$ cat config.mk
export PLATFORM = sky130hd
export DESIGN_NAME = control_sequencer
export DESIGN_NICKNAME = d
export VERILOG_FILES = /design/src/rtl/control_sequencer.sv
export SDC_FILE = /design/constraint.sdc
export NUM_CORES = 1
export LEC_CHECK = 0
export ABC_AREA = 1
export CORE_ASPECT_RATIO = 0.8
export CORE_MARGIN = 2
export CORE_UTILIZATION = 44
export CTS_CLUSTER_SIZE = 25
export DETAILED_ROUTE_END_ITERATION = 8
export PLACE_DENSITY = 0.82
export SYNTH_ARGS = -nofsm -noshare
export SYNTH_HDL_FRONTEND = slang
export SYNTH_SLANG_ARGS = --single-unit
$ cat constraint.sdc
create_clock -name clk -period 1.65 [get_ports clk]
set_clock_uncertainty 0.05 [all_clocks]
set_input_delay 0.33 -clock clk [delete_from_list [all_inputs] [get_ports clk]]
set_output_delay 0.33 -clock clk [all_outputs]
set_load 0.05 [all_outputs]
$ cat src/rtl/control_sequencer.sv
// control_sequencer -- multi-cycle fetch/decode/execute sequencer for the
// accumulator CPU datapath. Issues one 14-bit control word per cycle.
//
// Adds a memory-ready wait-state handshake (F2/A2/MR/MW hold until mem_ready),
// an explicit HALT/start flow, illegal-opcode trapping, and an optional
// memory-timeout trap enabled by defining CTRL_MEM_TIMEOUT_EN.
//
// Ports:
//   clk, rst_n   clock, asynchronous active-low reset
//   start        leave IDLE/HALT and begin fetching (level)
//   opcode       instruction register opcode (OPW bits)
//   flag         accumulator-nonzero flag for JPNZ
//   mem_ready    memory completes the current access this cycle
//   signals      control word {ar_ld_pc, ar_ld_dr, pc_inc, pc_ld_dr, ir_ld,
//                mem_rd, dr_ld_mem, ac_ld_dr, mem_wr, ac_clr, rsvd, alu_op[2:0]}
//   busy         state is not IDLE/HALT/TRAP
//   halted       state is HALT
//   trap         state is TRAP
//   trap_cause   01 illegal opcode, 10 memory timeout, 00 none
module control_sequencer #(
  parameter int OPW      = 4,
  parameter int WAIT_MAX = 15,
  parameter int WAIT_W   = 4
) (
  input  logic           clk,
  input  logic           rst_n,
  input  logic           start,
  input  logic [OPW-1:0] opcode,
  input  logic           flag,
  input  logic           mem_ready,
  output logic [13:0]    signals,
  output logic           busy,
  output logic           halted,
  output logic           trap,
  output logic [1:0]     trap_cause
);

  localparam int B_AR_LD_PC  = 13;
  localparam int B_AR_LD_DR  = 12;
  localparam int B_PC_INC    = 11;
  localparam int B_PC_LD_DR  = 10;
  localparam int B_IR_LD     = 9;
  localparam int B_MEM_RD    = 8;
  localparam int B_DR_LD_MEM = 7;
  localparam int B_AC_LD_DR  = 6;
  localparam int B_MEM_WR    = 5;
  localparam int B_AC_CLR    = 4;

  localparam logic [2:0] ALU_ADD = 3'b001;
  localparam logic [2:0] ALU_SUB = 3'b010;
  localparam logic [2:0] ALU_INC = 3'b011;
  localparam logic [2:0] ALU_SHF = 3'b100;

  localparam logic [3:0] OP_HALT  = 4'd0;
  localparam logic [3:0] OP_READ  = 4'd1;
  localparam logic [3:0] OP_WRITE = 4'd2;
  localparam logic [3:0] OP_JPNZ  = 4'd3;
  localparam logic [3:0] OP_CLAC  = 4'd4;
  localparam logic [3:0] OP_ADD   = 4'd5;
  localparam logic [3:0] OP_SUB   = 4'd6;
  localparam logic [3:0] OP_SHIFT = 4'd7;
  localparam logic [3:0] OP_INC   = 4'd8;

  localparam logic [1:0] CAUSE_ILL = 2'b01;
  localparam logic [1:0] CAUSE_TMO = 2'b10;

  if ((1 << WAIT_W) <= WAIT_MAX) begin : g_cfg_err
    $error("control_sequencer: WAIT_W too narrow for WAIT_MAX");
  end

  typedef enum logic [3:0] {
    S_IDLE, S_F1, S_F2, S_DEC, S_A1, S_A2, S_A3, S_MR,
    S_AL, S_MW, S_EX, S_JMP, S_SKIP, S_HALT, S_TRAP
  } state_t;

  state_t     state, state_n;
  logic [3:0] op_q;      // opcode captured in DEC; EX decodes from this
  logic [1:0] cause_n;
  logic       op_legal;

  // Bits above [3:0] must be zero, and only 0..8 are defined.
  assign op_legal = ((opcode >> 4) == '0) && (opcode[3:0] <= OP_INC);

`ifdef CTRL_MEM_TIMEOUT_EN
  logic [WAIT_W-1:0] wcnt;
  logic              wait_st;
  logic              tmo;

  assign wait_st = (state == S_F2) || (state == S_A2) ||
                   (state == S_MR) || (state == S_MW);
  // wcnt counts earlier low cycles, so this is the WAIT_MAX-th low cycle.
  assign tmo = wait_st && !mem_ready && (wcnt == WAIT_W'(WAIT_MAX - 1));

  always_ff @(posedge clk or negedge rst_n) begin
    if (!rst_n)                    wcnt <= '0;
    else if (state_n != state)     wcnt <= '0;
    else if (wait_st && !mem_ready) wcnt <= wcnt + 1'b1;
  end
`endif

  always_ff @(posedge clk or negedge rst_n) begin
    if (!rst_n) begin
      state      <= S_IDLE;
      op_q       <= '0;
      trap_cause <= 2'b00;
    end else begin
      state <= state_n;
      if (state == S_DEC) op_q <= opcode[3:0];
      if (state_n == S_TRAP && state != S_TRAP) trap_cause <= cause_n;
    end
  end

  always_comb begin
    state_n = state;
    signals = '0;
    cause_n = CAUSE_ILL;
    unique case (state)
      S_IDLE, S_HALT: if (start) state_n = S_F1;
      S_F1: begin
        signals[B_AR_LD_PC] = 1'b1;
        state_n = S_F2;
      end
      S_F2: begin
        signals[B_MEM_RD] = 1'b1;
        if (mem_ready) begin
          signals[B_IR_LD]  = 1'b1;
          signals[B_PC_INC] = 1'b1;
          state_n = S_DEC;
        end
      end
      S_DEC: begin
        if (!op_legal) state_n = S_TRAP;
        else begin
          unique case (opcode[3:0])
            OP_HALT:           state_n = S_HALT;
            OP_READ, OP_WRITE: state_n = S_A1;
            OP_JPNZ:           state_n = flag ? S_A1 : S_SKIP;
            default:           state_n = S_EX;
          endcase
        end
      end
      S_A1: begin
        signals[B_AR_LD_PC] = 1'b1;
        state_n = S_A2;
      end
      S_A2: begin
        signals[B_MEM_RD] = 1'b1;
        if (mem_ready) begin
          signals[B_DR_LD_MEM] = 1'b1;
          signals[B_PC_INC]    = 1'b1;
          state_n = (opcode[3:0] == OP_JPNZ) ? S_JMP : S_A3;
        end
      end
      S_A3: begin
        signals[B_AR_LD_DR] = 1'b1;
        state_n = (opcode[3:0] == OP_READ) ? S_MR : S_MW;
      end
      S_MR: begin
        signals[B_MEM_RD] = 1'b1;
        if (mem_ready) begin
          signals[B_DR_LD_MEM] = 1'b1;
          state_n = S_AL;
        end
      end
      S_AL: begin
        signals[B_AC_LD_DR] = 1'b1;
        state_n = S_F1;
      end
      S_MW: begin
        signals[B_MEM_WR] = 1'b1;
        if (mem_ready) state_n = S_F1;
      end
      S_EX: begin
        unique case (op_q)
          OP_CLAC:  signals[B_AC_CLR] = 1'b1;
          OP_ADD:   signals[2:0] = ALU_ADD;
          OP_SUB:   signals[2:0] = ALU_SUB;
          OP_SHIFT: signals[2:0] = ALU_SHF;
          OP_INC:   signals[2:0] = ALU_INC;
          default:  signals[2:0] = 3'b000;
        endcase
        state_n = S_F1;
      end
      S_JMP: begin
        signals[B_PC_LD_DR] = 1'b1;
        state_n = S_F1;
      end
      S_SKIP: begin
        signals[B_PC_INC] = 1'b1;
        state_n = S_F1;
      end
      S_TRAP:  state_n = S_TRAP;
      default: state_n = S_IDLE;
    endcase
`ifdef CTRL_MEM_TIMEOUT_EN
    // A completing access (mem_ready=1) never times out.
    if (tmo) begin
      state_n = S_TRAP;
      cause_n = CAUSE_TMO;
    end
`endif
  end

  assign busy   = (state != S_IDLE) && (state != S_HALT) && (state != S_TRAP);
  assign halted = (state == S_HALT);
  assign trap   = (state == S_TRAP);

endmodule

==> results of run 1 <==
-- cell families after synthesis --
family,Yosys count,share of synthesized area [%]
AOI/OAI and AO/OA,21,13.9
DFF,9,27.5
other,1,0.458
buffers and inverters,32,15.7
and+or+nand+nor,66,42.4
-- Yosys cell counts (all sizes together) --
master	number	share of area, %
dfrtp	9	28
o21ai	11	7.2
nor3	5	3.1
nand3	10	6.7
o22ai	2	1.5
inv	29	13
nand3b	1	0.92
a21oi	7	4.3
clkbuf	1	0.61
a211oi	1	0.92
nand2	22	12
nand4	2	1.5
nor4	2	1.5
buf	2	1.8
nor2	24	17
conb	1	0.46
-- through the flow --
step | setup TNS (ps) | setup WS (ps) | std cells
after global placement | -127 | -51.4 | 196
after floorplan | -567 | -120 | 130
after detailed placement | -329 | -115 | 196
==> metrics.cfg, run 1 <==
[run_status]
status=did not finish
stop_error=[ERROR DPL-0038] Utilization greater than 100%, impossible to legalize
lastStage=clock tree synthesis

[yosys]
ys_seq_elements=9
ys_types=24
synth_warnings=0
synthesis.area_um2=818
yosysSeqAreaShare_pct=27.5
syn_avg_cell_area_um2=6.34
synthCells=129

[clock_tree]
clockBufferDepth=2
cts-root-buf=clkbuf_4
cts_resized=47
hold_buffers=0
post_cts_buffers=22
cts.sinks=9
numCtsBuffers=3
htreeDepth=1

[die]
dieWidth_um=52.2
start_util_pct=48.4
pin_count=28
fp-row-count=13
die_h_um=42.6

[place]
port_buffers=25
dpl.hpwl_um=2440
place.gp.congestion=0.936
dpl-instance-area_mm2=0.00147

==> inputs of run 2 (changes only) <==
==> config.mk (replaced) <==
export PLATFORM = sky130hd
export DESIGN_NAME = control_sequencer
export DESIGN_NICKNAME = d
export VERILOG_FILES = /design/src/rtl/control_sequencer.sv
export SDC_FILE = /design/constraint.sdc
export NUM_CORES = 1
export LEC_CHECK = 0
export ABC_AREA = 1
export CORE_AREA = 2 2 63 65
export DETAILED_ROUTE_END_ITERATION = 8
export DIE_AREA = 0 0 65 67
export PLACE_DENSITY_LB_ADDON = 0.15
export SYNTH_ARGS = -nofsm -noshare
export SYNTH_HDL_FRONTEND = slang
export SYNTH_SLANG_ARGS = --single-unit
==> run 2 against run 1 <==
  * The flow now finishes, with violations (negative setup slack)
  * Area after synthesis unchanged
  * Synthesized cell count unchanged
==> metrics.cfg, run 2 <==
[run_status]
status=finished with violations
violations=negative setup slack

[global_route]
busiest_layer=met2
antenna_found_initial=0
grt_max_degree=11
met2_usage_pct=21.9
track_usage_pct=12.7
grt_pass1_vias=1003
globalRouteMet3Util_pct=2.20
use_met1_pct=16.0
grt_overflow=0
grt_pass1_wl_um=4370

[yosys]
ys.flop_type=dfrtp_1
syn_avg_cell_area_um2=6.34  ; unchanged
async_flop_share_pct=100  ; unchanged
synth_xor_area_share_pct=0  ; unchanged
yosysTopAreaCellShare_pct=27.5  ; unchanged
synth_top_family_by_area=simple AND/OR/NAND/NOR gates
synthTopCellsByCount=inv_1, nand2_1, nor2_1, o21ai_0
yosysSeqAreaShare_pct=27.5  ; unchanged
synth-compound-area-share_pct=13.9  ; unchanged
synthesis.area_um2=818  ; unchanged
synth_most_common_cell=inv_1
ys_seq_elements=9  ; unchanged
synth_top_area_cell=dfrtp_1
yosys.area_share.simple_pct=42.4  ; unchanged
synthAdderAreaFrac_pct=0  ; unchanged
ys_types=24  ; unchanged
synth_edf_count=0  ; unchanged
synth_area_leaders=dfrtp_1, inv_1, nand2_1, nor2_1, o21ai_0
synthCells=129  ; unchanged
synth_warnings=0  ; unchanged
synth_mux_area_share_pct=0  ; unchanged

[power_and_ir_drop]
p_clk_share_pct=46.0
leakagePower_uw=0.000875
swShare_pct=21.2
power.total_uw=532
power.internal_uw=419
power_frac_comb_pct=12.3
ir_drop_v=0.000336
seq_power_share_pct=41.7
p_sw_uw=113
power.density_mw_per_mm2=290

[clock_tree]
clk_latency_ps=220
cts_tree=yes
clockBufferDepth=2  ; unchanged
cts-root-buf=clkbuf_8
htreeDepth=1  ; unchanged
numCtsBuffers=3  ; unchanged
cts.sinks=9  ; unchanged
hold_buffers=0  ; unchanged
path_clk_slew_ps=40

[final_layout]
fin_area_mm2=0.00183
layout_common_cells=buf_4, buf_12, inv_2, inv_1, nand2_1
final_cells=241
nFillCells=329
multi_input_area_um2=648
top_regs=op_q: 4 flops, state: 4 flops, trap_cause: 1 flops
mostFrequentLayoutCell=buf_4
syn_to_final_growth_pct=124
antenna_cells=0
drive_gt1_share_pct=61.1
seq_area_um2=228
finalNetCount=203

[place]
dp_cells=226  ; +15%
dpl.hpwl_um=2130  ; -13%
port_buffers=25  ; unchanged
dpl-instance-area_mm2=0.00155  ; +5.1%
place.gp.congestion=0.907  ; -3.1%

[die]
start_util_pct=22.7  ; -26 points
design.die.area_mm2=0.00436
fp-row-count=22  ; +9
die_h_um=67  ; +57%
pin_count=28  ; unchanged
coreArea_mm2=0.00361
dieWidth_um=65  ; +24%

[timing]
finalCritPeriodShare_pct=107
rsz0062_at_grt=yes
final_max_slew_viol_count=0
fin_crit_ps=1760
setup_viol=13
fin_ws_ps=-107
max_freq_ghz=0.569
timing_hold_violations_final=0
hold-worst-slack_ps=349

[worst_setup_path]
crit_top_cell=o21ai_2
end_kind=output port
worstPathArrival_ps=1380
crit_type=register to output port
crit_family=flip-flops
slowest_delay_ps=390
path_cells=buf_6 -> nor2_4 -> nand2_2 -> inv_2 -> o21ai_2 -> o21ai_2 -> buf_12
worstPathRequired_ps=1270
startpoint_type=register
cp_num_buf_inv=3
cp_slowest_cell=dfrtp_1
worstPathMaxFanout=4

[routing]
ant_nets=0
drtIter0Drc=28
wire_per_inst_um=10.9
viasPerCell=4.39
wirelength_um=2620
vias=1059
post-route-drc-count=0
dr.pass1.iters=4

[run]
drv_cap=0

[min_path]
hp-class=input port to async pin

run 2: final cells by class:
class | count | share of cell area, %
multi-input combinational | 89 | 35.4
clock buffer | 4 | 2.46
inverter | 29 | 6.49
sequential | 9 | 12.4
tap | 48 | 3.28
timing repair buffer | 62 | 40.0
run 2: final timing paths:
| check | from | slack, ps | cells after the start | to |
|---|---|---|---|---|
| hold / removal | rst_n | 350 | 1 | op_q[0] |
| hold reg to reg | op_q[2] | 510 | 2 | op_q[2] |
| setup / recovery | state[3] | -110 | 7 | signals[11] |
| min in group clk | op_q[2] | 510 | 2 | op_q[2] |
| setup reg to reg | state[2] | 100 | 11 | trap_cause[0] |
| max in group asynchronous | rst_n | 890 | 1 | state[0] |
run 2: timing repair:
item,4_1_cts,5_1_grt
buffers inserted,7,4
pin swaps,9,5
setup endpoints to repair,15,16
cloned,0,0
resized for setup,43,15
run 2: cell families after synthesis:
kind of cell	after synthesis
simple gates	66
other cells	1
flops	9
compound gates	21
buf+inv	32
run 2: power groups by stage:
stage	Sequential, uW	Clock (uW)	Combinational, uW
after global routing	221	270	72.0
after global placement	225	0	64.8
after detailed placement	225	0	65.9
after CTS	222	251	66.1
final	222	245	65.4
after floorplan	225	0	28.5
run 2: metrics by stage:
stage | util, % | setup slack, ps | TNS [ps]
after global placement | 42.9 | -69.6 | -194
after CTS | 48.4 | -89.3 | -647
after global routing | 50.8 | -176 | -1760
after detailed placement | 42.9 | -79.5 | -279
final | 50.8 | -107 | -729
after floorplan | - | -120 | -567
run 2: routing by layer:
| layer | wire [um] | share of wire, % |
|---|---|---|
| met1 | 1080 | 41 |
| met2 | 1390 | 53 |
| met3 | 123 | 4.7 |
| met4 | 29 | 1.1 |
| met5 | 0 | 0 |
Note: power is estimated with default switching activity, not from simulation.
==> inputs of run 3 (changes only) <==
--- a/config.mk
+++ b/config.mk
@@ -7,6 +7,7 @@
 export LEC_CHECK = 0
 export ABC_AREA = 1
 export CORE_AREA = 2 2 63 65
+export CTS_CLUSTER_SIZE = 8
 export DETAILED_ROUTE_END_ITERATION = 8
 export DIE_AREA = 0 0 65 67
 export PLACE_DENSITY_LB_ADDON = 0.15
==> constraint.sdc (replaced) <==
create_clock -name clk -period 1.7 [get_ports clk]
set_clock_uncertainty 0.05 [all_clocks]
set_input_delay 0.34 -clock clk [delete_from_list [all_inputs] [get_ports clk]]
set_output_delay 0.34 -clock clk [all_outputs]
set_load 0.05 [all_outputs]
==> run 3 against run 2 <==
  * The flow still finishes with violations (negative setup slack)
  * Combinational power fell by 4.6%
  * Hold slack improved by 3.2 ps
  * Global-route usage rose by 1.3 points
  * Die area did not move
  * Clock power fell by 2%
  * Critical path depth fell by 1
  * Count of clock-buffer cells in the layout did not move
  * Register-to-register slack improved by 20 ps
  * Via count rose by 0.28%
  * Critical endpoint is now signals[8]
==> metrics.cfg, run 3 (same netlist as run 2, synthesis figures left out) <==
[run_status]
status=finished with violations
violations=negative setup slack

[die]
design.die.area_mm2=0.00436  ; unchanged
pin_count=28  ; unchanged
die_h_um=67  ; unchanged
coreArea_mm2=0.00361  ; unchanged
start_util_pct=22.7  ; unchanged
dieWidth_um=65  ; unchanged
fp-row-count=22  ; unchanged

[global_route]
grt_pass1_wl_um=4660  ; +6.8%
grt_overflow=0  ; unchanged
grt_max_degree=11  ; unchanged
track_usage_pct=14.0  ; +1.3 points
grt_pass1_vias=1042  ; +3.9%
antenna_found_initial=0  ; unchanged

[routing]
drtIter0Drc=20  ; -29%
viasPerCell=4.43  ; +0.70%
wirelength_um=2830  ; +8.0%
wire_per_inst_um=11.8  ; +8.5%
post-route-drc-count=0  ; unchanged
vias=1062  ; +0.28%
ant_nets=0  ; unchanged
dr.pass1.iters=4  ; unchanged

[worst_setup_path]
end_kind=output port
startpoint_type=register
crit_type=register to output port
timing.rr.end=state[1]
crit_path_start=state[2]
r2r-start=state[2]
worstPathArrival_ps=1400  ; +20 ps
reg2reg_depth=10  ; -1
worstPathRequired_ps=1310  ; +40 ps
endpoint=signals[8]
reg2reg_slack_ps=120  ; +20 ps
worstPathMaxFanout=4  ; unchanged

[timing]
rsz0062_at_grt=yes
max_freq_ghz=0.558
hold-worst-slack_ps=352  ; +3.23 ps
final_max_slew_viol_count=0  ; unchanged
setup_viol=9  ; -4
fin_crit_ps=1790
timing_hold_violations_final=0  ; unchanged
finalCritPeriodShare_pct=105
fin_ws_ps=-93.2  ; +14.2 ps

[clock_tree]
numCtsBuffers=3  ; unchanged
cts.sinks=9  ; unchanged
hold_buffers=0  ; unchanged
cts_tree=yes
htreeDepth=1  ; unchanged
clockBufferDepth=2  ; unchanged
path_clk_slew_ps=40  ; about the same
clk_latency_ps=230  ; about the same
cts-root-buf=clkbuf_8

[final_layout]
antenna_cells=0  ; unchanged
layout_common_cells=buf_4, buf_12, nor2_4
top_regs=op_q: 4 flops, state: 4 flops, trap_cause: 1 flops
mostFrequentLayoutCell=buf_4
finalNetCount=202  ; -0.49%
syn_to_final_growth_pct=125
drive_gt1_share_pct=60.4  ; -0.72 points

[power_and_ir_drop]
ir_drop_v=0.000288  ; -14%
power.density_mw_per_mm2=281  ; -3.2%
leakagePower_uw=0.000875  ; about the same

[place]
place.gp.congestion=0.946  ; +4.3%
dp_slack_ps=-58.9  ; +20.7 ps
dpl.hpwl_um=2120  ; -0.26%
port_buffers=25  ; unchanged

[min_path]
hp-class=input port to async pin

[run]
drv_cap=0  ; unchanged

run 3: cell count changes in the layout (fill, tap and decap cells not counted), sizes merged:
cell	previous run	this run
buf	54	53
run 3: worst min path at each step:
stage                             start  slack [ps]             to  cells after the start
after floorplan                   rst_n          -6        op_q[0]                      0
after global placement    trap_cause[0]         440  trap_cause[0]                      2
after detailed placement  trap_cause[0]         430  trap_cause[0]                      2
after CTS                         rst_n         360        op_q[2]                      1
after global routing              rst_n         380  trap_cause[0]                      1
final                             rst_n         350        op_q[1]                      1
run 3: layout make-up:
| cell class | count | area (um^2) |
|---|---|---|
| clock buffer | 4 | 45.0 |
| fill | 352 | 1760 |
| inverter | 29 | 126 |
| multi-input combinational | 89 | 662 |
| sequential | 9 | 230 |
| tap | 48 | 60.1 |
| timing repair buffer | 61 | 719 |
run 3: routing by layer:
layer / part of all wire, % / GRT usage (%) / up-vias / wire length [um]
li1: - / - / 533 / -
met1: 41 / 17.4 / 501 / 1170
met5: 0 / 0 / - / 0
met3: 3.5 / 3.04 / 6 / 99
met4: 1.5 / 7.71 / 0 / 43
met2: 54 / 22.6 / 22 / 1520
run 3: what timing repair did:
| item | CTS | global route |
|---|---|---|
| endpoints found under the setup margin | 16 | 17 |
| gates resized for setup | 42 | 27 |
| setup buffers | 10 | 6 |
| pin swaps | 13 | 12 |
run 3: report_power, final:
part           internal [uW]  switching (uW)
combinational           28.2            34.1
sequential               215               0
clock                    163            77.6
run 3: worst max-delay path: stages, from the launching register on:
cell     delay (ps)
dfrtp_2         450
inv_4            90
nand2_4          60
buf_6           130
buf_12          120
o22ai_4         160
buf_12          160
run 3: through the flow:
step / TNS (ps) / instance area, um^2 / std cells / utilization (%) / total power (uW)
global placement: -66.6 / 1470 / 220 / 40.7 / 280
global route: -1150 / 1840 / 240 / 51.1 / 549
CTS: -590 / 1700 / 234 / 47.1 / 527
floorplan: -1030 / 870 / 130 / - / 246
finish: -377 / 1840 / 240 / 51.1 / 518
detailed placement: -99.4 / 1470 / 220 / 40.7 / 281
